[src/rtl/sram_controller_pkg.sv]
// rtl/sram_controller_pkg.sv - shared state encoding and constants for the SRAM controller
package sram_controller_pkg;

    typedef enum logic [2:0] {
        ST_IDLE = 3'd0,
        ST_LO   = 3'd1,
        ST_HI   = 3'd2,
        ST_WAIT = 3'd3,
        ST_DONE = 3'd4
    } state_t;

    localparam logic [31:0] MEM_BASE         = 32'd1024;
    localparam int unsigned SRAM_WAIT_CYCLES = 3;

    // Halfword address of one half of a 32-bit word; the offset wraps modulo the SRAM size.
    function automatic logic [17:0] sram_half_addr(input logic [31:0] byte_addr, input logic hi);
        return {17'((byte_addr - MEM_BASE) >> 2), hi};
    endfunction

endpackage

[src/rtl/sram_controller.sv]
// rtl/sram_controller.sv - 32-bit access controller for a 16-bit asynchronous SRAM
module sram_controller
    import sram_controller_pkg::*;
(
    input  logic        clk,
    input  logic        rst,
    input  logic        rdEn,
    input  logic        wrEn,
    input  logic [31:0] address,
    input  logic [31:0] writeData,
    output logic [31:0] readData,
    output logic        ready,
    output logic [17:0] SRAM_ADDR,
    input  logic [15:0] SRAM_DQ_in,
    output logic [15:0] SRAM_DQ_out,
    output logic        SRAM_DQ_oe,
    output logic        SRAM_WE_N
);

    state_t      state_q, state_d;
    logic [1:0]  wait_cnt_q, wait_cnt_d;
    logic        is_write_q, is_write_d;
    logic [31:0] addr_q, addr_d;
    logic [31:0] wdata_q, wdata_d;
    logic [31:0] rdata_q, rdata_d;
    logic [17:0] sram_addr_q, sram_addr_d;
    logic [15:0] dq_out_q, dq_out_d;
    logic        dq_oe_q, dq_oe_d;
    logic        we_n_q, we_n_d;
    logic        req;

    assign req = rdEn | wrEn;

    // Bus pins are registered from the next state so they are stable for the whole LO/HI cycle.
    always_comb begin
        state_d     = state_q;
        wait_cnt_d  = wait_cnt_q;
        is_write_d  = is_write_q;
        addr_d      = addr_q;
        wdata_d     = wdata_q;
        rdata_d     = rdata_q;
        sram_addr_d = sram_addr_q;
        dq_out_d    = dq_out_q;
        dq_oe_d     = 1'b0;
        we_n_d      = 1'b1;

        case (state_q)
            ST_IDLE: begin
                if (req) begin
                    state_d     = ST_LO;
                    addr_d      = address;
                    wdata_d     = writeData;
                    is_write_d  = wrEn;
                    sram_addr_d = sram_half_addr(address, 1'b0);
                    if (wrEn) begin
                        dq_out_d = writeData[15:0];
                        dq_oe_d  = 1'b1;
                        we_n_d   = 1'b0;
                    end
                end
            end
            ST_LO: begin
                state_d     = ST_HI;
                sram_addr_d = sram_half_addr(addr_q, 1'b1);
                if (is_write_q) begin
                    dq_out_d = wdata_q[31:16];
                    dq_oe_d  = 1'b1;
                    we_n_d   = 1'b0;
                end else begin
                    rdata_d[15:0] = SRAM_DQ_in;
                end
            end
            ST_HI: begin
                state_d    = ST_WAIT;
                wait_cnt_d = 2'd0;
                if (!is_write_q) begin
                    rdata_d[31:16] = SRAM_DQ_in;
                end
            end
            ST_WAIT: begin
                if (wait_cnt_q == 2'(SRAM_WAIT_CYCLES - 1)) begin
                    state_d    = ST_DONE;
                    wait_cnt_d = 2'd0;
                end else begin
                    wait_cnt_d = wait_cnt_q + 2'd1;
                end
            end
            ST_DONE: begin
                state_d = ST_IDLE;
            end
            default: begin
                state_d = ST_IDLE;
            end
        endcase
    end

    always_ff @(posedge clk) begin
        if (rst) begin
            state_q     <= ST_IDLE;
            wait_cnt_q  <= 2'd0;
            is_write_q  <= 1'b0;
            addr_q      <= 32'd0;
            wdata_q     <= 32'd0;
            rdata_q     <= 32'd0;
            sram_addr_q <= 18'd0;
            dq_out_q    <= 16'd0;
            dq_oe_q     <= 1'b0;
            we_n_q      <= 1'b1;
        end else begin
            state_q     <= state_d;
            wait_cnt_q  <= wait_cnt_d;
            is_write_q  <= is_write_d;
            addr_q      <= addr_d;
            wdata_q     <= wdata_d;
            rdata_q     <= rdata_d;
            sram_addr_q <= sram_addr_d;
            dq_out_q    <= dq_out_d;
            dq_oe_q     <= dq_oe_d;
            we_n_q      <= we_n_d;
        end
    end

    // Combinational so the pipeline freezes in the same cycle the request appears.
    assign ready       = ((state_q == ST_IDLE) && !req) || (state_q == ST_DONE);
    assign readData    = rdata_q;
    assign SRAM_ADDR   = sram_addr_q;
    assign SRAM_DQ_out = dq_out_q;
    assign SRAM_DQ_oe  = dq_oe_q;
    assign SRAM_WE_N   = we_n_q;

endmodule

[config.mk]
export PLATFORM = sky130hd
export DESIGN_NAME = sram_controller
export DESIGN_NICKNAME = d
export VERILOG_FILES = /design/src/rtl/sram_controller_pkg.sv /design/src/rtl/sram_controller.sv
export SDC_FILE = /design/constraint.sdc
export NUM_CORES = 1
export LEC_CHECK = 0
export CAP_MARGIN = 20
export CORE_ASPECT_RATIO = 0.7
export CORE_UTILIZATION = 35
export CTS_BUF_LIST = sky130_fd_sc_hd__clkbuf_8
export DETAILED_ROUTE_END_ITERATION = 12
export PLACE_DENSITY_LB_ADDON = 0.2
export SLEW_MARGIN = 20
export SYNTH_ARGS = -nofsm -noshare
export SYNTH_HDL_FRONTEND = slang
export SYNTH_SLANG_ARGS = --single-unit
[constraint.sdc]
create_clock -name clk -period 1.9 [get_ports clk]
set_input_delay 0.19 -clock clk [delete_from_list [all_inputs] [get_ports clk]]
set_output_delay 0.19 -clock clk [all_outputs]
set_load 0.05 [all_outputs]
Yosys cells after proc, flatten, opt, wreduce, memory -nomap -nowiden:

Cells that the tools add are included.

* register bits: 125
* latch bits: 0
* bits in writable memories: 0
* memory bits (read-only): 0
* output and inout port bits: 69
* word-level logic and storage cells: 56
* memories kept: 0

* add/sub/neg operators: 3
* multipliers: 0
* div/mod/pow operators: 0
* magnitude comparators: 0
* equal/unequal tests: 9
* shift operators: 0
* multiplexer cells: 19
* bitwise operators: 2
* reduce and logical (&&, ||, !) cells: 12

Operator list (number)
* 16-bit 2-to-1 mux: 3
* 19-bit by 11-bit subtractor with 19-bit output, second input constant: 2
* 18-bit case mux with 2 select lines: 1
* 16-bit case mux with 2 select lines: 1
* 18-bit 2-to-1 mux: 1
* 3-bit case mux with 4 select lines: 1
* 2-bit AND reduction: 5
* 2-bit != test, second input constant: 4
* 3-bit by 2-bit equality test with 1-bit output, second input constant: 2
* 1-bit 2-to-1 mux: 6
* 3-bit 2-to-1 mux: 2
* 1-bit case mux with 2 select lines: 2
* 2-bit case mux with 2 select lines: 1
* 4-bit AND reduction: 1
* 2-bit nonzero test: 2
* 3-bit by 1-bit equality test with 1-bit output, second input constant: 1
* 3-bit equality test, second input constant: 1
* 3-bit logical NOT: 1
* 2-bit by 1-bit adder with 2-bit output, second input constant: 1
* 2-bit equality test, second input constant: 1
* 2-bit 2-to-1 mux: 1
* 1-bit logical AND: 1
* 1-bit logical NOT: 1
* 1-bit logical OR: 1
* other kinds (2): 2

Depth between registers and ports, before layout:

* word-level depth: 4
* mapped depth: 9
* depth with buffers taken out: 6

Worst setup path before layout:

OpenSTA, ideal clock, no wires.

* path type: reg2reg
* from: register state_q[0]
* to: register sram_addr_q[13] (netlist: SRAM_ADDR[13])
* setup time: 0.087 ns
* data arrival time: 1.970 ns
* data required time: 1.813 ns
* slack: -0.157 ns
* cell stages (with the launch flop): 10
* path buffers: 3
* cells stage by stage: dfxtp_1 > or3b_1 > buf_2 > buf_6 > clkbuf_1 > mux2i_1 > ha_1 > o21ai_0 > xnor2_1 > o31ai_1

* longest elaborated chain between the ends: 3

RTL lines
* start, declared: line sram_controller.sv:20 `state_t state_q, state_d;`
* start signal, assigned: line sram_controller.sv:110 `state_q <= state_d;`
* 3-bit by 1-bit equality test with 1-bit output or 3-bit logical NOT (tied branches): line sram_controller.sv:47 `case (state_q)`
* 2-bit nonzero test (no source line) or 2-bit != test (tied branches)
* 2-bit AND reduction (no source line)
* end signal, assigned: line sram_controller.sv:116 `sram_addr_q <= sram_addr_d;`
* end, declared: line sram_controller.sv:26 `logic [17:0] sram_addr_q, sram_addr_d;`

Several ways; a longest one is shown, not always the timed one.
A chain may end at the register's enable or synchronous reset.

Worst setup path in the final report:

* from: register state_q[2]
* to: register sram_addr_q[13] (netlist: SRAM_ADDR[13])

The elaborated chain is that of the path after synthesis.

==> flow_summary.json <==
{
  "place_area_mm2": 0.005831,
  "grt.overflow.total": 0,
  "crit_family": "simple AND/OR/NAND/NOR gates",
  "cts_max_level": 3,
  "power_density_mw_per_mm2": 903.8,
  "critPathKind": "flop to flop",
  "worst_path_largest_cell_delay_ps": 480,
  "layout-drive-gt1-share": 0.08346,
  "cp-startpoint": "state_q[2]$_SDFFE_PP0P_",
  "slew_viol_final": 0,
  "fill_cells": 1058,
  "io_buffers": 137,
  "synthesis.nets": 607,
  "final_nets": 739,
  "power_frac_comb": 0.299,
  "pin_count": 153,
  "r2r-end": "SRAM_ADDR[13]$_SDFFE_PP0P_",
  "avgSynthCellArea_um2": 8.013,
  "path_clk_slew_ps": 100,
  "cts_sinks": 107,
  "root_buffer": "clkbuf_8",
  "syn_inst": 522,
  "min_period_over_period": 0.9421,
  "pre_cts_ws_ps": 22.84,
  "worst_slew_pin_slew_ps": 571.0,
  "fmax_mhz": 558.7,
  "multi_input_comb_area_mm2": 0.001906,
  "swShare": 0.3493,
  "hold_viol_final": 0,
  "maxCapViolations": 0,
  "area_growth_pct": 43.64,
  "final.setup_skew_ps": 9.762,
  "min_period_ps": 1790,
  "ir_drop_v": 0.0006456,
  "worst-path-max-fanout": 7,
  "relSlewSlack": 0.6193,
  "path_cells": "or3b_4 > mux2i_2 > ha_2 > o21ai_2 > xnor2_1 > o31ai_1",
  "cts_hold_buf": 0,
  "rsz0062_at_grt": "false",
  "layout.area.seq_mm2": 0.002143,
  "clockBufferDepth": 2,
  "totalPowerFinal_mw": 5.430,
  "synth_flop_cell": "dfxtp_1",
  "crit_buf_inv": 0,
  "p_clk_frac": 0.233,
  "yosys.cell_count.top_type": "nand2_1",
  "synthDistinctLibCells": 43,
  "core_mm2": 0.01133,
  "hold_path_class": "input pin to flop",
  "grt_antenna_before_repair": 0,
  "path_depth": 6,
  "required_ps": 2190,
  "die_w_um": 132.7,
  "worstSetupStartpointType": "flop",
  "critPathArrivalTime_ps": 2080,
  "rows": 32,
  "viasPerCell": 4.973,
  "yosys_warnings": 0,
  "endpoint": "SRAM_ADDR[13]$_SDFFE_PP0P_",
  "worst_setup_path_end_kind": "flop",
  "reg2reg_from": "state_q[2]$_SDFFE_PP0P_",
  "synth-seq-area-share": 0.5121,
  "p_sw_mw": 1.897,
  "synth_area_leader_cell": "dfxtp_1",
  "status": "complete, no violations",
  "cts_tree": "built",
  "synthArstFlopShare": 0,
  "grt_pass1_vias": 3816,
  "grt.total_usage": 0.1903,
  "ys_top_cells_by_count": "nand2_1 (176), dfxtp_1 (107), a21oi_1 (80), clkbuf_1 (29), nor2_1 (27)",
  "route.detailed.drc": 0,
  "final_area_mm2": 0.006008,
  "p_leak_nw": 2.222,
  "drt.antenna.violating_nets": 0,
  "ys_ff_latch": 107,
  "finalNonFillerCells": 812,
  "netlist.area_leader.share": 0.5121,
  "seqPwrFrac": 0.468,
  "drt_pass1_iterations": 6,
  "critPathSlowestCell": "or3b_4",
  "dp_hpwl_um": 8121,
  "gp_congestion": 0.8572,
  "syn-cell-area_mm2": 0.004183,
  "reg2regPathDepth": 6,
  "setup-violations-final": 0,
  "r2r_setup_slack_ps": 110,
  "grt_max_degree": 38,
  "dp_cells": 796,
  "synth_edf_count": 0,
  "grt_pass1_wl_um": 18810,
  "numCtsBuffers": 9,
  "diodes": 0,
  "die_y_um": 93.47,
  "first_iter_violations": 147,
  "wl_per_cell_um": 14.35,
  "setup_ws_ps": 110.1,
  "p_int_mw": 3.533,
  "start_util": 0.3691,
  "die_area_mm2": 0.01240,
  "finalWirelength_um": 11650,
  "clock_latency_ps": 380,
  "vias": 4038,
  "synth_area_leaders": "dfxtp_1 (51%), nand2_1 (16%), a21oi_1 (9.6%), a311oi_1 (3.4%), clkbuf_1 (2.6%)"
}
==> cell type report <==
| class | instances | area share |
|---|---|---|
| clock inverter | 7 | 0.007289 |
| clock buffer | 9 | 0.02062 |
| sequential | 107 | 0.3567 |
| tap | 153 | 0.03186 |
| multi-input combinational | 374 | 0.3172 |
| inverter | 2 | 0.001249 |
| timing repair buffer | 160 | 0.2651 |
==> power groups by stage <==
stage | clock network, mW | logic (mW) | registers, mW
after CTS | 1.32 | 1.63 | 2.54
after global routing | 1.40 | 1.73 | 2.57
after global placement | 0 | 1.60 | 2.59
after detailed placement | 0 | 1.62 | 2.59
final | 1.26 | 1.62 | 2.54
after floorplan | 0 | 0.558 | 3.02
==> layout by cell type (no fill, tap or decap), types with 3 or more instances in the layout <==
cell / synthesis / routed
nand2_1: 176 / 176
a21oi_1: 80 / 80
nor2_1: 27 / 27
a311oi_1: 16 / 16
dfxtp_1: 107 / 106
clkdlybuf4s50_1: 0 / 135
mux2i_1: 10 / 9
xnor2_1: 3 / 3
clkbuf_8: 0 / 9
clkinv_2: 0 / 3
buf_12: 0 / 4
a22oi_1: 9 / 9
buf_4: 0 / 20
nor3_1: 14 / 12
nand3_1: 8 / 8
==> what timing repair did <==
item                                    4_1_cts  5_1_grt
setup buffers                                 0        0
pin swaps                                     0        0
gates resized for setup                       1        2
endpoints found under the setup margin        1        4
==> sequential cells by signal (all words and copies together) (netlist names) <==
register / count
SRAM_DQ_oe: 1
readData: 32
SRAM_DQ_out: 16
wait_cnt_q: 2
SRAM_WE_N: 1
addr_q: 17
state_q: 3
SRAM_ADDR: 18
wdata_q: 16
is_write_q: 1
==> stage by stage <==
stage / utilization / hold WS [ps] / TNS [ps]
5_1_grt: 0.5303 / 117.6 / 0
3_5_place_dp: 0.5146 / 446.7 / 0
4_1_cts: 0.5296 / 113.4 / 0
6_report: 0.5303 / 127.0 / 0
3_3_place_gp: 0.5146 / 441.7 / 0
2_1_floorplan: - / 326.0 / -7.719
==> metal layers <==
metal  vias up  GRT usage  wire length (µm)
li1       2030          -                 -
met1      1890     0.2526              5676
met2       109     0.3053              5259
met3         9    0.06070               636
met4         0    0.03257                77
met5         -          0                 0
==> logic make-up after synthesis <==
| family | synth area share |
|---|---|
| compound gates | 0.1735 |
| xor+xnor | 0.006283 |
| fa+ha+maj | 0.002991 |
| buf+inv | 0.04098 |
| flops | 0.5121 |
| mux | 0.03021 |
| simple gates | 0.2339 |
==> worst min path at each step <==
stage	cells past startpoint	endpoint	slack, ps	start
6_report	2	SRAM_ADDR[12]$_SDFFE_PP0P_	130	rst
5_1_grt	2	SRAM_ADDR[12]$_SDFFE_PP0P_	120	rst
4_1_cts	2	SRAM_ADDR[12]$_SDFFE_PP0P_	110	rst
3_5_place_dp	2	wdata_q[22]$_SDFFE_PP0P_	450	wdata_q[22]$_SDFFE_PP0P_
3_3_place_gp	2	addr_q[4]$_SDFFE_PP0P_	440	addr_q[4]$_SDFFE_PP0P_
2_1_floorplan	2	addr_q[18]$_SDFFE_PP0P_	330	address[18]
No activity file was read; power rests on OpenSTA's default activity.
